File: config.mk
export PLATFORM = sky130hd
export DESIGN_NAME = reg_bus_arbiter
export DESIGN_NICKNAME = d
export VERILOG_FILES = /design/src/rtl/reg_arb_pkg.sv /design/src/rtl/reg_arb_lock_timer.sv /design/src/rtl/reg_bus_arbiter.sv
export SDC_FILE = /design/constraint.sdc
export NUM_CORES = 1
export LEC_CHECK = 0
export BUFFER_PORTS_ARGS = -buffer_cell sky130_fd_sc_hd__buf_2
export CAP_MARGIN = 30
export CORE_UTILIZATION = 54
export DETAILED_ROUTE_END_ITERATION = 8
export GPL_ROUTABILITY_DRIVEN = 0
export MAX_ROUTING_LAYER = met4
export PLACE_DENSITY = 0.85
export SYNTH_ARGS = -nofsm -noshare
export SYNTH_HDL_FRONTEND = slang
export SYNTH_SLANG_ARGS = --single-unit
File: constraint.sdc
create_clock -name clk -period 3.7 [get_ports clk]
set_input_delay 0.74 -clock clk [delete_from_list [all_inputs] [get_ports clk]]
set_output_delay 0.74 -clock clk [all_outputs]
set_load 0.02 [all_outputs]
File: src/rtl/reg_arb_pkg.sv
// reg_arb_pkg: shared types and default constants for the register bus arbiter
package reg_arb_pkg;

    typedef enum logic [1:0] {IDLE, ACCESS, ACK, LOCKED} state_t;

    typedef logic req_id_t;

    localparam logic [7:0] DEF_BASE         = 8'h40;
    localparam int         DEF_DEPTH        = 20;
    localparam int         DEF_LOCK_TIMEOUT = 255;

endpackage

File: src/rtl/reg_arb_lock_timer.sv
// reg_arb_lock_timer: 8-bit idle counter, tc pulses on the LIMIT-th consecutive increment
module reg_arb_lock_timer
    import reg_arb_pkg::*;
#(
    parameter int LIMIT = DEF_LOCK_TIMEOUT
) (
    input  logic clk,
    input  logic rst,
    input  logic clr,
    input  logic inc,
    output logic tc
);

    logic [7:0] cnt;

    assign tc = inc && (cnt == 8'(LIMIT - 1));

    // count idle cycles; restart on clear or on reaching the limit
    always_ff @(posedge clk or posedge rst) begin
        if (rst) cnt <= '0;
        else if (clr || tc) cnt <= '0;
        else if (inc) cnt <= cnt + 8'd1;
    end

endmodule

File: src/rtl/reg_bus_arbiter.sv
// reg_bus_arbiter: two-requester round-robin arbiter with range check and lock for the parameter register file
// Optional: define REG_ARB_ERR_CNT_EN to add a saturating err_count output.
module reg_bus_arbiter
    import reg_arb_pkg::*;
#(
    parameter logic [7:0] BASE         = DEF_BASE,
    parameter int         DEPTH        = DEF_DEPTH,
    parameter int         LOCK_TIMEOUT = DEF_LOCK_TIMEOUT
) (
    input  logic       clk,
    input  logic       rst,
    input  logic       r0_req,
    input  logic       r0_we,
    input  logic       r0_lock,
    input  logic [7:0] r0_index,
    input  logic [7:0] r0_wdata,
    output logic       r0_ack,
    output logic       r0_err,
    output logic [7:0] r0_rdata,
    input  logic       r1_req,
    input  logic       r1_we,
    input  logic       r1_lock,
    input  logic [7:0] r1_index,
    input  logic [7:0] r1_wdata,
    output logic       r1_ack,
    output logic       r1_err,
    output logic [7:0] r1_rdata,
    output logic       lock_abort,
    output logic       reg_write,
    output logic       reg_read,
    output logic [7:0] reg_index,
    output logic [7:0] reg_data_in,
    input  logic [7:0] reg_data_out
`ifdef REG_ARB_ERR_CNT_EN
    ,
    output logic [7:0] err_count
`endif
);

    localparam logic [8:0] LIM = 9'(BASE) + 9'(DEPTH);

    state_t     state, state_n;
    req_id_t    winner, winner_n, rr_ptr, rr_n, owner, owner_n, sel;
    logic       we_q, we_n, lock_q, lock_n, rng_q, rng_n;
    logic       grant, sel_we, sel_lock, sel_rng;
    logic [7:0] sel_index, sel_wdata;
    logic       write_n, read_n, ack0_n, ack1_n, err_n, abort_n;
    logic [7:0] index_n, data_n, rdata_n;
    logic       tmr_clr, tmr_inc, tmr_tc;

    assign sel       = (state == LOCKED) ? owner : (r1_req & (~r0_req | rr_ptr));
    assign grant     = (state == IDLE) ? (r0_req | r1_req) :
                       (state == LOCKED) ? (sel ? r1_req : r0_req) : 1'b0;
    assign sel_we    = sel ? r1_we : r0_we;
    assign sel_lock  = sel ? r1_lock : r0_lock;
    assign sel_index = sel ? r1_index : r0_index;
    assign sel_wdata = sel ? r1_wdata : r0_wdata;
    assign sel_rng   = (sel_index >= BASE) && ({1'b0, sel_index} < LIM);

    assign tmr_inc = (state == LOCKED) && !grant;
    assign tmr_clr = (state == ACK) || grant;

    reg_arb_lock_timer #(.LIMIT(LOCK_TIMEOUT)) u_timer (
        .clk (clk),
        .rst (rst),
        .clr (tmr_clr),
        .inc (tmr_inc),
        .tc  (tmr_tc)
    );

    // next state, latched transaction fields and next values of the registered outputs
    always_comb begin
        state_n  = state;
        winner_n = winner;
        we_n     = we_q;
        lock_n   = lock_q;
        rng_n    = rng_q;
        rr_n     = rr_ptr;
        owner_n  = owner;
        write_n  = 1'b0;
        read_n   = 1'b0;
        index_n  = '0;
        data_n   = '0;
        ack0_n   = 1'b0;
        ack1_n   = 1'b0;
        err_n    = 1'b0;
        rdata_n  = '0;
        abort_n  = 1'b0;
        case (state)
            IDLE, LOCKED: begin
                if (grant) begin
                    state_n  = ACCESS;
                    winner_n = sel;
                    we_n     = sel_we;
                    lock_n   = sel_lock;
                    rng_n    = sel_rng;
                    write_n  = sel_rng & sel_we;
                    read_n   = sel_rng & ~sel_we;
                    index_n  = sel_rng ? sel_index - BASE : '0;
                    data_n   = sel_rng ? sel_wdata : '0;
                end else if (tmr_tc) begin
                    state_n = IDLE;
                    abort_n = 1'b1;
                    rr_n    = ~owner;
                end
            end
            ACCESS: begin
                state_n = ACK;
                ack0_n  = ~winner;
                ack1_n  = winner;
                err_n   = ~rng_q;
                rdata_n = (rng_q && !we_q) ? reg_data_out : '0;
            end
            ACK: begin
                if (lock_q) begin
                    state_n = LOCKED;
                    owner_n = winner;
                end else begin
                    state_n = IDLE;
                    rr_n    = ~winner;
                end
            end
            default: state_n = IDLE;
        endcase
    end

    // state, arbitration bookkeeping and all outputs are flops so strobes and acks are glitch-free
    always_ff @(posedge clk or posedge rst) begin
        if (rst) begin
            state       <= IDLE;
            winner      <= 1'b0;
            we_q        <= 1'b0;
            lock_q      <= 1'b0;
            rng_q       <= 1'b0;
            rr_ptr      <= 1'b0;
            owner       <= 1'b0;
            reg_write   <= 1'b0;
            reg_read    <= 1'b0;
            reg_index   <= '0;
            reg_data_in <= '0;
            r0_ack      <= 1'b0;
            r1_ack      <= 1'b0;
            r0_err      <= 1'b0;
            r1_err      <= 1'b0;
            r0_rdata    <= '0;
            r1_rdata    <= '0;
            lock_abort  <= 1'b0;
        end else begin
            state       <= state_n;
            winner      <= winner_n;
            we_q        <= we_n;
            lock_q      <= lock_n;
            rng_q       <= rng_n;
            rr_ptr      <= rr_n;
            owner       <= owner_n;
            reg_write   <= write_n;
            reg_read    <= read_n;
            reg_index   <= index_n;
            reg_data_in <= data_n;
            r0_ack      <= ack0_n;
            r1_ack      <= ack1_n;
            r0_err      <= ack0_n & err_n;
            r1_err      <= ack1_n & err_n;
            r0_rdata    <= ack0_n ? rdata_n : '0;
            r1_rdata    <= ack1_n ? rdata_n : '0;
            lock_abort  <= abort_n;
        end
    end

`ifdef REG_ARB_ERR_CNT_EN
    // count error acks and lock timeouts, saturating at 255
    always_ff @(posedge clk or posedge rst) begin
        if (rst) err_count <= '0;
        else if ((r0_err || r1_err || lock_abort) && err_count != 8'hFF) err_count <= err_count + 8'd1;
    end
`endif

endmodule

======== Word level (Yosys, flattened, before mapping) ========
Cells that the tools add are included.
operators by class
  add/sub/neg operators ................... 2
  magnitude comparators ................... 2
  equal/unequal tests ..................... 8
  mux-type cells .......................... 38
  bitwise gates (word level) .............. 12
  reductions and logical operators ........ 15
operator list
  kind                                                        number
  two-way mux 8 bit                                           14
  two-way mux 1 bit                                           19
  adder 8 x 1 -> 8 bit, second input constant                 1
  equality test 8 bit, second input constant                  1
  >= comparator 8 x 7 -> 1 bit, second input constant         1
  less-than comparator 8 x 7 -> 1 bit, second input constant  1
  subtractor 8 x 7 -> 8 bit, second input constant            1
  two-way mux 2 bit                                           3
  case mux 2 bit (3 select lines)                             1
  bitwise AND 1 bit                                           5
  NOT 1 bit                                                   5
  equality test 2 bit, second input constant                  2
  logical AND 1 bit                                           4
  inequality test 2 bit, second input constant                2
  AND reduction 2 bit                                         2
  AND reduction 4 bit                                         1
  nonzero test 2 bit                                          2
  inequality test 3 x 2 -> 1 bit, second input constant       1
  equality test 2 x 1 -> 1 bit, second input constant         1
  zero test 1 bit                                             2
  zero test 2 bit                                             1
  logical OR 1 bit                                            2
  inequality test 2 x 1 -> 1 bit, second input constant       1
  bitwise OR 1 bit                                            2
  2 further kinds                                             2
storage, ports and cells
  register bits ........................... 55
  output and inout bits ................... 39

======== Depth between registers and ports, before layout ========
Gate-level depths: netlist (run 1).
  depth after elaboration ................. 13
  depth in mapped cells ................... 12
  mapped depth without buffers ............ 10

======== Modules after synthesis ========
A second synthesis (run 1) with hierarchy kept.
second synthesis, totals
  cells, all modules ...................... 217
  area total of the unflattened synthesis .. 2526.2 um^2
by module, submodules not included
  module              times used  cells an instance  area each (um^2)  sequential area each (um^2)
  reg_bus_arbiter     1           171                2058.2            1176.1
  reg_arb_lock_timer  1           46                 467.9             200.2

======== Worst setup path after synthesis (run 1) ========
OpenSTA, ideal clock, no wires.
  kind .................................... input-to-reg
  start ................................... in r0_req
  end ..................................... reg reg_index[0]
  arrival ................................. 2451 ps
  required time ........................... 3620 ps
  setup slack ............................. 1168 ps
  stages .................................. 10
  path buffers ............................ 2
  cell sequence ........................... nor2b_4 o21a_1 buf_6 mux2i_4 ha_1 nand3b_1 mux2i_1 o211ai_4 buf_6 nor3_2
between the ends
  cells in the longest elaborated chain, start to end .. 10
  elaborated cells on any way between the ends .. 16
  those cells by class .................... add/sub (1); order compare (2); mux (8); bitwise (4); reduce/logical (1)
ends and longest elaborated chain
  element                                                                              line                    source
  start, declared                                                                      reg_bus_arbiter.sv:12   input logic r0_req,
  NOT 1 bit                                                                            reg_bus_arbiter.sv:51   assign sel = (state == LOCKED) ? owner : (r1_req & (~r0_req | rr_ptr));
  bitwise OR 1 bit                                                                     reg_bus_arbiter.sv:51
  bitwise AND 1 bit                                                                    reg_bus_arbiter.sv:51
  two-way mux 1 bit                                                                    reg_bus_arbiter.sv:51
  two-way mux 8 bit                                                                    reg_bus_arbiter.sv:56   assign sel_index = sel ? r1_index : r0_index;
  >= comparator 8 x 7 -> 1 bit or less-than comparator 8 x 7 -> 1 bit (tied branches)  reg_bus_arbiter.sv:58   assign sel_rng = (sel_index >= BASE) && ({1'b0, sel_index} < LIM);
  logical AND 1 bit                                                                    reg_bus_arbiter.sv:58
  two-way mux 8 bit                                                                    reg_bus_arbiter.sv:99   index_n = sel_rng ? sel_index - BASE : '0;
  two-way mux 8 bit (*)                                                                reg_bus_arbiter.sv:91   if (grant) begin
  two-way mux 8 bit (*)                                                                reg_bus_arbiter.sv:89   case (state)
  net index_n[0]                                                                       reg_bus_arbiter.sv:48   logic [7:0] index_n, data_n, rdata_n;
  end signal, assigned                                                                 reg_bus_arbiter.sv:158  reg_index <= index_n;
  end, declared                                                                        reg_bus_arbiter.sv:31   output logic [7:0] reg_index,
Mark *: on every way through the listed nets, which the timed path passes. The rest lies on a longest branch.
A chain may end at the register's enable or synchronous reset.

======== Worst setup path in the final report (run 1) ========
  start ................................... reg state[0]
  end ..................................... reg rng_q
between the ends
  cells in the longest elaborated chain, start to end .. 6
  elaborated cells on any way between the ends .. 12
  those cells by class .................... order compare (2); eq/ne (1); mux (5); reduce/logical (4)
ends and longest elaborated chain
  element                                                                               line                    source
  start, declared                                                                       reg_bus_arbiter.sv:42   state_t state, state_n;
  start signal, assigned                                                                reg_bus_arbiter.sv:149  state <= state_n;
  parallel branches: the longest is 6 deep, another holds >= comparator 8 x 7 -> 1 bit  --
  end signal, assigned                                                                  reg_bus_arbiter.sv:153  rng_q <= rng_n;
  end, declared                                                                         reg_bus_arbiter.sv:44   logic we_q, we_n, lock_q, lock_n, rng_q, rng_n;
Parallel ways; which one is timed is not known.

==> results.txt, run 1 <==
IR analysis of the VDD net gives a maximum drop of 0.471 mV. By count the netlist is led by dfrtp_1 (55), nor2_1 (21), and2_1 (19). In this run the deepest clock path goes through 2 buffers. The worst hold path begins at rng_q. In this run the critical register-to-register path is captured at rng_q. By area, the combinational part of the netlist is dominated by simple AND/OR/NAND/NOR gates.

The cell area that synthesis handed to floorplanning was 2620 um2. Once the clock tree was built, the resizer swapped 0 gates to a different size. 0 antenna diodes ended up in the layout.

For the peak clock frequency supported by timing, the log shows 330 MHz. In this run the vertical extent of the chip is 71.7 um. The die is 71.7 um wide. Counting the fill cells in the layout gives 315. The post-placement cell area is 3090 um2. Traced cell by cell, the critical path runs through ha_1 > nand2b_4 > o21ai_4 > mux2i_1 > inv_1 > ha_1 > nand3b_1 > mux2i_1 > o211ai_4 > o22ai_2.

The largest single stage delay on the critical path is 0.56 ns. The first global-routing pass estimated 8.46 mm of wire. The area share of the leading cell type in the synthesized netlist is 0.525, and the arrival time reported for the critical path endpoint is 3.19 ns. The total number of yosys warnings was 0; the basic-gate share of the synthesized area counting and, or, nand and nor cells was 0.195.

In this run, synthesis inferred 0 flip-flops with an integrated enable. The aggregate global routing overflow was 0; the worst clock skew on the final layout was 0.00475 ns. After floorplanning, the core was divided into 24 placement rows. The global router's overall resource usage is 0.219.

The worst path in the final design needs a cycle of 3.03 ns, including I/O delays and setup. Period utilization: 0.820. Main flop type after synthesis: dfrtp_1.

The floorplan step defined a core boundary enclosing 4500 um2. For the number of slew-limit violations in the final report, the log shows 0. Via total after detailed routing: 1923. The layout overhead on the synthesized area came out at 22.1%. The wire length reported by the detailed router came out at 5.11 mm.

In the routed layout, each cell is associated on average with a via count of 5.28. Setup repair after global routing left no endpoint under its margin. For the die footprint, the log shows 5140 um2. The total nets after synthesis was 279.

Hold repair after CTS inserted 0 buffers. Of all cell types, the one taking the most synthesized area is dfrtp_1. The type of destination of the critical path is a flop.

The logs give 0.525 for the sequential-to-total area share from yosys stat and 2 for the maximum level of the CTS H-tree. Startpoint type of the worst setup path: a flop. The worst register-to-register path begins at state[0].

Across the run, the number of max-cap violations was 0. The slowest cell on the critical path was o211ai_4. The compound-gate portion of the synthesized area came out at 0.104. The initial antenna violation count was 0. The number of ports placed on the die boundary was 87.

The leakage component of the power came out at 1.71 nW. The half-perimeter wire length of the detailed placement result was 3.86 mm. In this run the power density over the cells is 593 nW/um2. For the pin with the worst max-slew slack, the measured transition is 0.656 ns.

Portion of netlist area occupied by mux cells: 0.0778. The detail route stage leaves a number of antenna-violating nets equal to 0. The logs give 0.67 ns for the register-to-register path setup slack and 367 for the total number of nets in the final design. The proportion of synthesized flip-flops having asynchronous set or reset works out to 1.00. TritonCTS built the clock tree. The worst hold path belongs to the class reg2reg. Root buffer cell: clkbuf_8. The logs give 0 ns for the summed negative setup slack over all endpoints and 223 for the number of standard cells after synthesis. Dividing the synthesized area by the synthesized cell count gives 11.8 um2. The run gives 0.582 as the initial standard-cell utilization of the core. By area the synthesized netlist is led by dfrtp_1 (52%), mux2i_1 (6.5%), and2_1 (4.5%), ha_1 (3.8%), nor3_2 (3.1%). The critical path is of the reg2reg type. The top cell family by delay on the critical path is compound AO/OA/AOI/OAI gates. Setup violations remaining at the end of the flow were counted as 0. For hold timing, the worst endpoint is r0_err.

Measured in cells, the most critical reg-to-reg path has a length of 10. The finished layout cell area is 3200 um2. The run gives 0 as the post-CTS repair timing setup buffer count.

The combined buffer and inverter count along the critical path works out to 1. Counting distinct cell types in the post-synthesis netlist gives 43. For this run, design rule violations remaining after detail routing come to 0.

The clock edge transition at the registers on the reported setup and hold paths was 0.10 ns; the number of buffers created by CTS was 5. The pre-antenna-repair detailed-routing pass consisted of 4 iterations. The run finished with clean final reports. The maximum fanout encountered on the critical timing path was 19; the flip-flop and latch count after synthesis was 55.

The tree built by TritonCTS fans out to 55 sinks. Entering global routing, the biggest net connects 29 pins. The fraction of final layout cells with drive strength greater than 1 works out to 0.375. The max-slew headroom at the worst pin was 0.561. The clock latency at the later pin of the worst-skew pair was 0.30 ns; the area share of fa/ha/maj cells after synthesis was 0.0382. The run gives 0 as the hold violation total from the final report.

The cell with the most instances after synthesis is dfrtp_1. In this run the tool buffered the top-level ports with 86 buffer cells. The detailed-route wire length per cell was 14.0 um; the via count of the first global-routing pass was 1887. The fraction of synthesized cell area in xor and xnor cells came out at 0.0234. For this block, the initial DRC count from the detailed router was 73. The cell depth of the worst hold path was 1; the required time of the worst setup path was 3.86 ns.
## placed cells by master (no fill, tap or decap), types with 2 or more instances in the layout
cell type	netlist	routed
nand2b_1	4	4
dfrtp_1	55	55
nor2_1	21	21
nand2_1	7	7
a211oi_1	2	2
buf_2	2	86
o2111ai_1	4	4
o21a_1	3	3
o21ai_0	4	4
inv_1	11	10
nor3_2	8	8
a21oi_1	5	5
o311ai_1	2	2
nor3_1	9	9
nand3b_1	2	2
clkbuf_8	0	5
mux2i_1	17	17
and2_1	19	19
o211ai_1	5	5
ha_1	8	8
nor4_1	2	2
and3_1	4	4
xor2_1	6	6
## cell type report
| cell class | instances | area [um2] | area share |
|---|---|---|---|
| repair buffers | 88 | 458 | 0.143 |
| clock inverters | 2 | 38.8 | 0.0121 |
| well taps | 52 | 65.1 | 0.0203 |
| clock buffers | 6 | 72.6 | 0.0227 |
| multi-input cells | 150 | 1150 | 0.359 |
| flip-flops and latches | 55 | 1380 | 0.430 |
| inverters | 11 | 41.3 | 0.0129 |
## cells by family after synthesis
| group | after synthesis |
|---|---|
| flops | 55 |
| mux | 19 |
| fa+ha+maj | 8 |
| compound gates | 32 |
| buf+inv | 18 |
| simple gates | 84 |
| xor+xnor | 7 |
## flip-flops by register name, indices dropped and copies added, names as in the netlist
name and cells:
state 2, r0_ack 1, rr_ptr 1, winner 1
lock_abort 1, r0_err 1, rng_q 1, r1_ack 1
reg_write 1, r1_rdata 8, lock_q 1, reg_data_in 8
r1_err 1, u_timer.cnt 8, we_q 1, r0_rdata 8
owner 1, reg_read 1, reg_index 8
## layer usage
layer | track usage | vias up | share of wire
li1 | - | 946 | -
met1 | 0.261 | 896 | 0.43
met2 | 0.370 | 75 | 0.51
met3 | 0.0534 | 6 | 0.052
met4 | 0.0654 | 0 | 0.0094
met5 | - | - | 0
## metrics by stage
stage | util | power, W | cells | setup slack, ns | hold slack [ns]
finish | 0.711 | 0.00190 | 364 | 0.668 | 0.482
floorplan | - | 0.00134 | 223 | 1.17 | 0.446
global placement | 0.682 | 0.00148 | 355 | 0.816 | 0.467
CTS | 0.711 | 0.00191 | 364 | 0.666 | 0.479
global route | 0.711 | 0.00202 | 364 | 0.417 | 0.517
detailed placement | 0.686 | 0.00151 | 356 | 0.683 | 0.463
## report_power, final
part           internal (W)  switching, W  total, W
combinational      0.000277      0.000453  0.000731
sequential         0.000700     0.0000718  0.000772
clock              0.000205      0.000192  0.000397
total               0.00118      0.000717   0.00190
## worst max-delay path by stage
stage	start	slack, ns	cells after the start	to
floorplan	r0_req	1.17	10	reg_index[0]
global placement	r0_req	0.82	10	rng_q
detailed placement	state[0]	0.68	10	rng_q
CTS	state[0]	0.67	10	rng_q
global route	state[0]	0.42	10	rng_q
finish	state[0]	0.67	10	rng_q
(Power assumes the default switching activity.)
==> run 2: changes to the inputs <==
--- a/config.mk
+++ b/config.mk
@@ -7,11 +7,11 @@
 export LEC_CHECK = 0
 export BUFFER_PORTS_ARGS = -buffer_cell sky130_fd_sc_hd__buf_2
 export CAP_MARGIN = 30
-export CORE_UTILIZATION = 54
+export CORE_UTILIZATION = 50
 export DETAILED_ROUTE_END_ITERATION = 8
 export GPL_ROUTABILITY_DRIVEN = 0
 export MAX_ROUTING_LAYER = met4
-export PLACE_DENSITY = 0.85
+export PLACE_DENSITY = 0.79
 export SYNTH_ARGS = -nofsm -noshare
 export SYNTH_HDL_FRONTEND = slang
 export SYNTH_SLANG_ARGS = --single-unit
==> constraint.sdc (replaced) <==
create_clock -name clk -period 3.1 [get_ports clk]
set_input_delay 0.62 -clock clk [delete_from_list [all_inputs] [get_ports clk]]
set_output_delay 0.62 -clock clk [all_outputs]
set_load 0.02 [all_outputs]
==> run 2 against run 1 <==
Compared with the run above:
- worst setup slack worse by 0.21 ns
- largest power group unchanged
- clock power up 1%
- sequential share of layout area down 0.23 points
- die area up 7.8%
- maximum frequency up 15%
- clock skew down 0.0024 ns
- critical path type unchanged
==> results.txt, run 2 (same netlist as run 1, synthesis figures left out) <==
The run finished with clean final reports. The peak clock frequency supported by timing was 379 MHz (+15%). The first-iteration detailed-routing DRC count came out at 82 (+12%). The transition time at the pin with the least slew margin is 0.603 ns (-0.0533 ns), and the power dissipated by switching net loads is 0.000864 W (+21%).

The tools report the post-placement cell area as 3130 um2 (+1.2%). Worst IR drop on VDD: 0.381 mV (-19%). The number of antenna cells inserted is 0 (unchanged), and the clock edge transition at the registers on the reported setup and hold paths is 0.10 ns (about the same). The die footprint was 5540 um2 (+7.8%); the max-capacitance violation count was 0 (unchanged).

The run gives 0 (unchanged) as the initial antenna violation count. The logs give 0.208 (-0.0116) for the global router's overall resource usage and 5.11 mm (about the same) for the wire length reported by the detailed router. The logs give 2.87 ns (-0.32 ns) for the arrival time reported for the critical path endpoint and 0.00221 W (+16%) for the power after layout. The cell-internal power is 0.00134 W (+14%), and the CTS sink count is 55 (unchanged).

The run gives 0.00236 ns (-0.00240 ns) as the worst clock skew on the final layout. For the number of gates resized after CTS, the log shows 0 (unchanged). The summed negative setup slack over all endpoints came out at 0 ns (unchanged). The post-route minimum period is 2.64 ns (-0.392 ns).

The part of the total power dissipated in combinational logic is 0.402 (+0.017). The run gives 1916 (+1.5%) as the via count of the first global-routing pass. The startpoint type of the worst setup path was a flop.

The tools report the final core area utilization as 0.660 (-0.0511). The per-cell via count in the routed design was 5.15 (-2.6%). TritonCTS built the clock tree.

Proportion of power drawn by flip-flops and latches: 0.417 (+0.010). The height of the chip is 74.4 um (+3.8%), and the post-cts hold buffer count is 0 (unchanged). The maximum level of the CTS H-tree was 2 (unchanged); the number of buffers created by CTS was 5 (unchanged). The detailed-route wire length per cell is 13.3 um (-4.9%). The logs give 4 (unchanged) for the number of detailed-route iterations in the first pass and 3.33 ns (-0.53 ns) for the required time of the worst setup path. The tightest min-delay check is of the in2async type. The run gives 25 (-14%) as the maximum number of pins on one net before global-route repair. The tools report the global-route wire length before repair as 8.45 mm (-0.17%).

Setup repair after global routing left no endpoint under its margin. The number of antenna-violating nets in the routed design was 0 (unchanged). The logs give 0.30 ns (about the same) for the clock latency at the later pin of the worst-skew pair and 0 (unchanged) for the number of slew-limit violations in the final report. The layout overhead on the synthesized area was 22.8%. The library cells used most frequently in the layout, excluding fill and tap cells, are buf_2 (86), dfrtp_1 (55), nor2_1 (21), and2_1 (19), mux2i_1 (17). The fraction of final layout cells with drive strength greater than 1 is 0.386 (+0.0111). The leakage component of the power is 1.72 nW (+0.28%), and the maximum number of buffers from clock root to sink is 2 (unchanged). The period utilization was 0.852 (+0.0322); the aggregate global routing overflow was 0 (unchanged). The logs give 0.263 ns (-0.219 ns) for the worst hold slack and 371 (+1.1%) for the total number of nets in the final design. The run gives 0 (unchanged) as the hold violation total from the final report. The library cell used most frequently in the layout, excluding fill and tap cells, is buf_2. The run gives 0 (unchanged) as the post-route DRC violation count. For the number of placement rows, the log shows 25 (+4.2%).

The run gives 3220 um2 (+0.55%) as the finished layout cell area. The worst setup path is captured at a flop. The overall die width was 74.4 um (+3.8%); the number of buffers added on ports was 86 (unchanged). The run gives 3.99 mm (+3.2%) as the half-perimeter wire length of the detailed placement result.

The power per unit of standard cell area was 686 nW/um2 (+16%); the number of ports placed on the die boundary was 87 (unchanged). For the initial standard-cell utilization of the core, the log shows 0.537 (-0.0448). The root buffer cell is clkbuf_8.

The logs give 1971 (+2.5%) for the via total after detailed routing and 0.598 (+0.0377) for the max-slew headroom at the worst pin. The post-CTS repair timing setup buffer count was 0 (unchanged). The critical path is of the reg2reg type. The setup-violating endpoint count in the final report is 0 (unchanged).

The fraction of power spent switching nets was 0.391 (+0.0139); the area inside the core boundary was 4880 um2 (+8.3%). The run gives 0.181 (-0.028) as the relative contribution of the clock network to total power. The maximum fanout encountered on the critical timing path was 13 (-6).
[run 2: critical path, stage by stage, from the launching register on]
cell and delay (ns):
dfrtp_1 0.41, ha_1 0.26, nand2b_4 0.18, o21a_1 0.22
mux2i_4 0.30, ha_1 0.29, nand3b_1 0.10, mux2i_1 0.24
o211ai_4 0.19, buf_4 0.23, nor3_2 0.16
[run 2: power by group through the flow]
stage	Clock (W)	Sequential [W]	Combinational, W
after floorplan	0	0.000999	0.000602
after global placement	0	0.000929	0.000870
after detailed placement	0	0.000934	0.000891
after CTS	0.000413	0.000920	0.000897
after global routing	0.000442	0.000939	0.000994
final	0.000401	0.000920	0.000887
[run 2: path summary, 6_finish.rpt]
path / from / to / slack [ns] / cells past startpoint
min in group clk: rng_q / r1_err / 0.49 / 1
max in group asynchronous: rst / lock_q / 2.23 / 3
max: state[1] / reg_index[5] / 0.46 / 10
min reg2reg: rng_q / r1_err / 0.49 / 1
min: rst / r0_err / 0.26 / 2
max reg2reg: state[1] / reg_index[5] / 0.46 / 10
[run 2: area by class of cell]
cell class	instances	area (um2)
Clock inverter	3	23.8
Multi-Input combinational cell	150	1150
Tap cell	67	83.8
Timing Repair Buffer	92	475
Sequential cell	55	1380
Clock buffer	5	68.8
Fill cell	393	1660
Inverter	11	41.3
[run 2: routing by layer]
metal,track usage,share of wire,vias up
met4,0.0524,0.010,0
met5,-,0,-
met2,0.318,0.49,79
met3,0.0650,0.063,8
met1,0.268,0.43,929
li1,-,-,955
[run 2: per-stage QoR]
stage,instances,setup slack [ns]
after global placement,375,0.388
after floorplan,223,0.620
after global routing,383,0.220
after detailed placement,375,0.281
final,383,0.460
after CTS,383,0.429
==> run 3: changes to the inputs <==
--- a/config.mk
+++ b/config.mk
@@ -5,6 +5,7 @@
 export SDC_FILE = /design/constraint.sdc
 export NUM_CORES = 1
 export LEC_CHECK = 0
+export ABC_AREA = 1
 export BUFFER_PORTS_ARGS = -buffer_cell sky130_fd_sc_hd__buf_2
 export CAP_MARGIN = 30
 export CORE_UTILIZATION = 50
==> run 3 against run 2 <==
Compared with the run above:
- clock skew is 0.0023 ns higher
- clock-buffer cell count is 1 higher
- worst setup slack better by 0.057 ns
- synthesized area is 0.29% lower
- via count is 6.6% higher
- worst hold slack better by 0.11 ns
- global-route usage is 0.64 points lower
- sequential share of layout area is 0.25 points higher
- critical endpoint is now reg_data_in[1]
- largest cell class unchanged
==> results.txt, run 3 <==
The run finished with clean final reports. The cell-internal power is 0.00125 W (-7.2%), and the period utilization is 0.833 (-0.0184). The summed negative setup slack over all endpoints was 0 ns (unchanged); the finished layout cell area was 3200 um2 (-0.58%). Wire length reported by the detailed router: 4.85 mm (-5.1%). For the area of the mapped netlist, the log shows 2620 um2 (-0.29%). The half-perimeter wire length of the detailed placement result is 3.70 mm (-7.3%), and the per-cell via count in the routed design is 4.57 (-11%). STA classifies the critical path endpoint as a flop. The logs give 87 (unchanged) for the number of ports placed on the die boundary and 0.000815 W (-5.7%) for the power dissipated by switching net loads. The via count of the first global-routing pass is 1953 (+1.9%), and the distinct cell type count of the synthesized netlist is 28 (-35%).

The post-route minimum period is 2.58 ns (-0.0570 ns), and the overall die width is 74.3 um (-0.13%). The proportion of synthesized flip-flops having asynchronous set or reset works out to 1.00 (unchanged). The maximum level of the CTS H-tree was 2 (unchanged); the global-route wire length before repair was 8.04 mm (-4.8%). The number of detailed-route iterations in the first pass is 4 (unchanged), and the number of standard cells after synthesis is 302 (+35%). Total number of nets in the final design: 448 (+21%). The root buffer cell is clkbuf_8. The logs give 3.33 ns (about the same) for the required time of the worst setup path and 49 (-40%) for the first-iteration detailed-routing DRC count.

Transition time at the pin with the least slew margin: 0.603 ns (+0.000257 ns). For the clock latency at the later pin of the worst-skew pair, the log shows 0.31 ns (about the same). The cell with the most instances after synthesis is nand2_1.

The run gives 0 (unchanged) as the hold violation total from the final report. The tools report the worst clock skew on the final layout as 0.00465 ns (+0.00229 ns). The tools report the max-slew headroom at the worst pin as 0.598 (-0.000757). The tools report the CTS sink count as 55 (unchanged). The critical path start-end classification is reg2reg.

The fraction of power spent switching nets is 0.395 (+0.00391). The cell count of the worst reg-to-reg path is 14 (+4), and the number of antenna cells inserted is 0 (unchanged). The area inside the core boundary is 4880 um2 (unchanged).

The number of flops mapped to enable cells by yosys is 0 (unchanged), and the total nets after synthesis is 358 (+28%). The layout overhead on the synthesized area was 22.4%; the maximum number of pins on one net before global-route repair was 32 (+28%). For the worst hold slack, the log shows 0.373 ns (+0.110 ns).

The peak clock frequency supported by timing was 387 MHz (+2.2%). Synthesized area per cell: 8.66 um2 (-26%). The power per unit of standard cell area is 644 nW/um2 (-6.1%), and the number of slew-limit violations in the final report is 0 (unchanged). Setup repair after global routing left no endpoint under its margin. Global router's overall resource usage: 0.201 (-0.00643).

The leakage component of the power came out at 1.87 nW (+8.9%). Sorting the synthesized cells by how often they occur yields nand2_1 (84), dfrtp_1 (55), inv_1 (46). The fraction of final layout cells with drive strength greater than 1 was 0.318 (-0.0680). Flip-flop and latch count after synthesis: 55 (unchanged).

STA classifies the critical path startpoint as a flop. The area share of the leading cell type in the synthesized netlist is 0.526 (+0.00151). The part of the total power dissipated in combinational logic is 0.368 (-0.034).

The arrival time reported for the critical path endpoint came out at 2.82 ns (-0.05 ns). The library cell used most frequently in the layout, excluding fill and tap cells, is buf_2. The reg-to-reg endpoint was reg_data_in[1]. In the synthesized netlist the dominant register cell turns out to be dfrtp_1. The post-route DRC violation count came out at 0 (unchanged).

The setup-violating endpoint count in the final report is 0 (unchanged), and the clock edge transition at the registers on the reported setup and hold paths is 0.10 ns (about the same). The max-capacitance violation count was 0 (unchanged); the relative contribution of the clock network to total power was 0.199 (+0.018). The post-CTS repair timing setup buffer count came out at 0 (unchanged). The number of antenna-violating nets in the routed design was 0 (unchanged). The library cells used most frequently in the layout, excluding fill and tap cells, are buf_2 (86), nand2_1 (84), dfrtp_1 (55), inv_1 (45), nor2_1 (44).

For the number of buffers created by CTS, the log shows 5 (unchanged). The logs give 2101 (+6.6%) for the via total after detailed routing and 0.536 (-0.00154) for the initial standard-cell utilization of the core. TritonCTS built the clock tree. The post-cts hold buffer count was 0 (unchanged); the aggregate global routing overflow was 0 (unchanged).

The tools report the total number of yosys warnings as 0 (unchanged). The detailed-route wire length per cell came out at 10.5 um (-21%). The tightest min-delay check is of the in2async type. The post-placement cell area is 3100 um2 (-0.80%), and the height of the chip is 74.3 um (-0.13%). The largest area contributor in the synthesized netlist is dfrtp_1. The run gives 25 (unchanged) as the number of placement rows. The sequential-to-total area share from yosys stat was 0.526 (+0.00151); the setup slack after layout was 0.517 ns (+0.0570 ns). The logs give 0.433 (+0.016) for the proportion of power drawn by flip-flops and latches and 0.487 ns (+0.206 ns) for the worst-case setup slack after placement. The die footprint is 5520 um2 (-0.27%). The startpoint identified for the worst register-to-register timing path is state[0]. The number of buffers added on ports was 86 (unchanged).

The run gives 0 (unchanged) as the number of gates resized after CTS. The run gives 2 (unchanged) as the maximum number of buffers from clock root to sink. By area the synthesized netlist is led by dfrtp_1 (53%), nand2_1 (12%), inv_1 (6.6%), nor2_1 (6.3%), nor2_4 (4.3%). The register-to-register path setup slack was 0.52 ns (+0.06 ns). Worst IR drop on VDD: 0.307 mV (-19%). The initial antenna violation count was 0 (unchanged); the maximum fanout encountered on the critical timing path was 24 (+11). The most critical setup path has its startpoint at state[0].
## run 3: critical path: stages (launching register included)
cell and delay (ns):
dfrtp_1 0.42, ha_1 0.28, nor2_2 0.16, nand2_4 0.08, nand2_4 0.21, nand2_1 0.07
o21ai_0 0.07, buf_4 0.15, ha_1 0.17, inv_1 0.06, nor2_1 0.11, nand2_1 0.07
nand2_1 0.10, nand3_4 0.32, nor2_1 0.20
## run 3: how the worst max path moves through the flow
stage / endpoint / cells past startpoint / slack, ns
final: reg_data_in[1] / 14 / 0.52
after global routing: reg_data_in[1] / 14 / 0.24
after CTS: reg_data_in[1] / 14 / 0.50
after detailed placement: reg_index[7] / 15 / 0.49
after global placement: reg_data_in[1] / 15 / 0.63
after floorplan: reg_index[6] / 12 / 0.73
## run 3: cell type report
class                      count  area [um2]
fill                         437        1680
sequential                    55        1380
multi-input combinational    195        1020
timing repair buffer          88         445
inverter                      47         176
tap                           67        83.8
clock buffer                   6        82.6
clock inverter                 2        16.3
## run 3: cell families (layout without fill, tap and decap cells)
logic type | count (synthesis) | count (layout) | share of synthesized area
compound gates | 16 | 16 | 0.0383
xor+xnor | 2 | 2 | 0.00670
fa+ha+maj | 8 | 8 | 0.0383
buf+inv | 52 | 143 | 0.0837
flops | 55 | 55 | 0.526
simple gates | 169 | 169 | 0.307
## run 3: per-layer routing
metal	GRT usage	share of wire	vias up
li1	-	-	1077
met1	0.230	0.44	955
met2	0.338	0.49	61
met3	0.0488	0.055	8
met4	0.0860	0.017	0
met5	-	0	-
## run 3: per-stage QoR
stage / total power, W / cells / util
after floorplan: 0.00148 / 302 / -
after global placement: 0.00165 / 452 / 0.636
after detailed placement: 0.00168 / 452 / 0.636
after CTS: 0.00208 / 460 / 0.656
after global routing: 0.00222 / 460 / 0.656
final: 0.00206 / 460 / 0.656
## run 3: power by group through the flow
stage	Combinational [W]	Sequential [W]	Clock [W]
after global placement	0.000749	0.000904	0
after CTS	0.000770	0.000895	0.000419
final	0.000758	0.000892	0.000411
after global routing	0.000859	0.000907	0.000450
after detailed placement	0.000768	0.000908	0
after floorplan	0.000527	0.000956	0
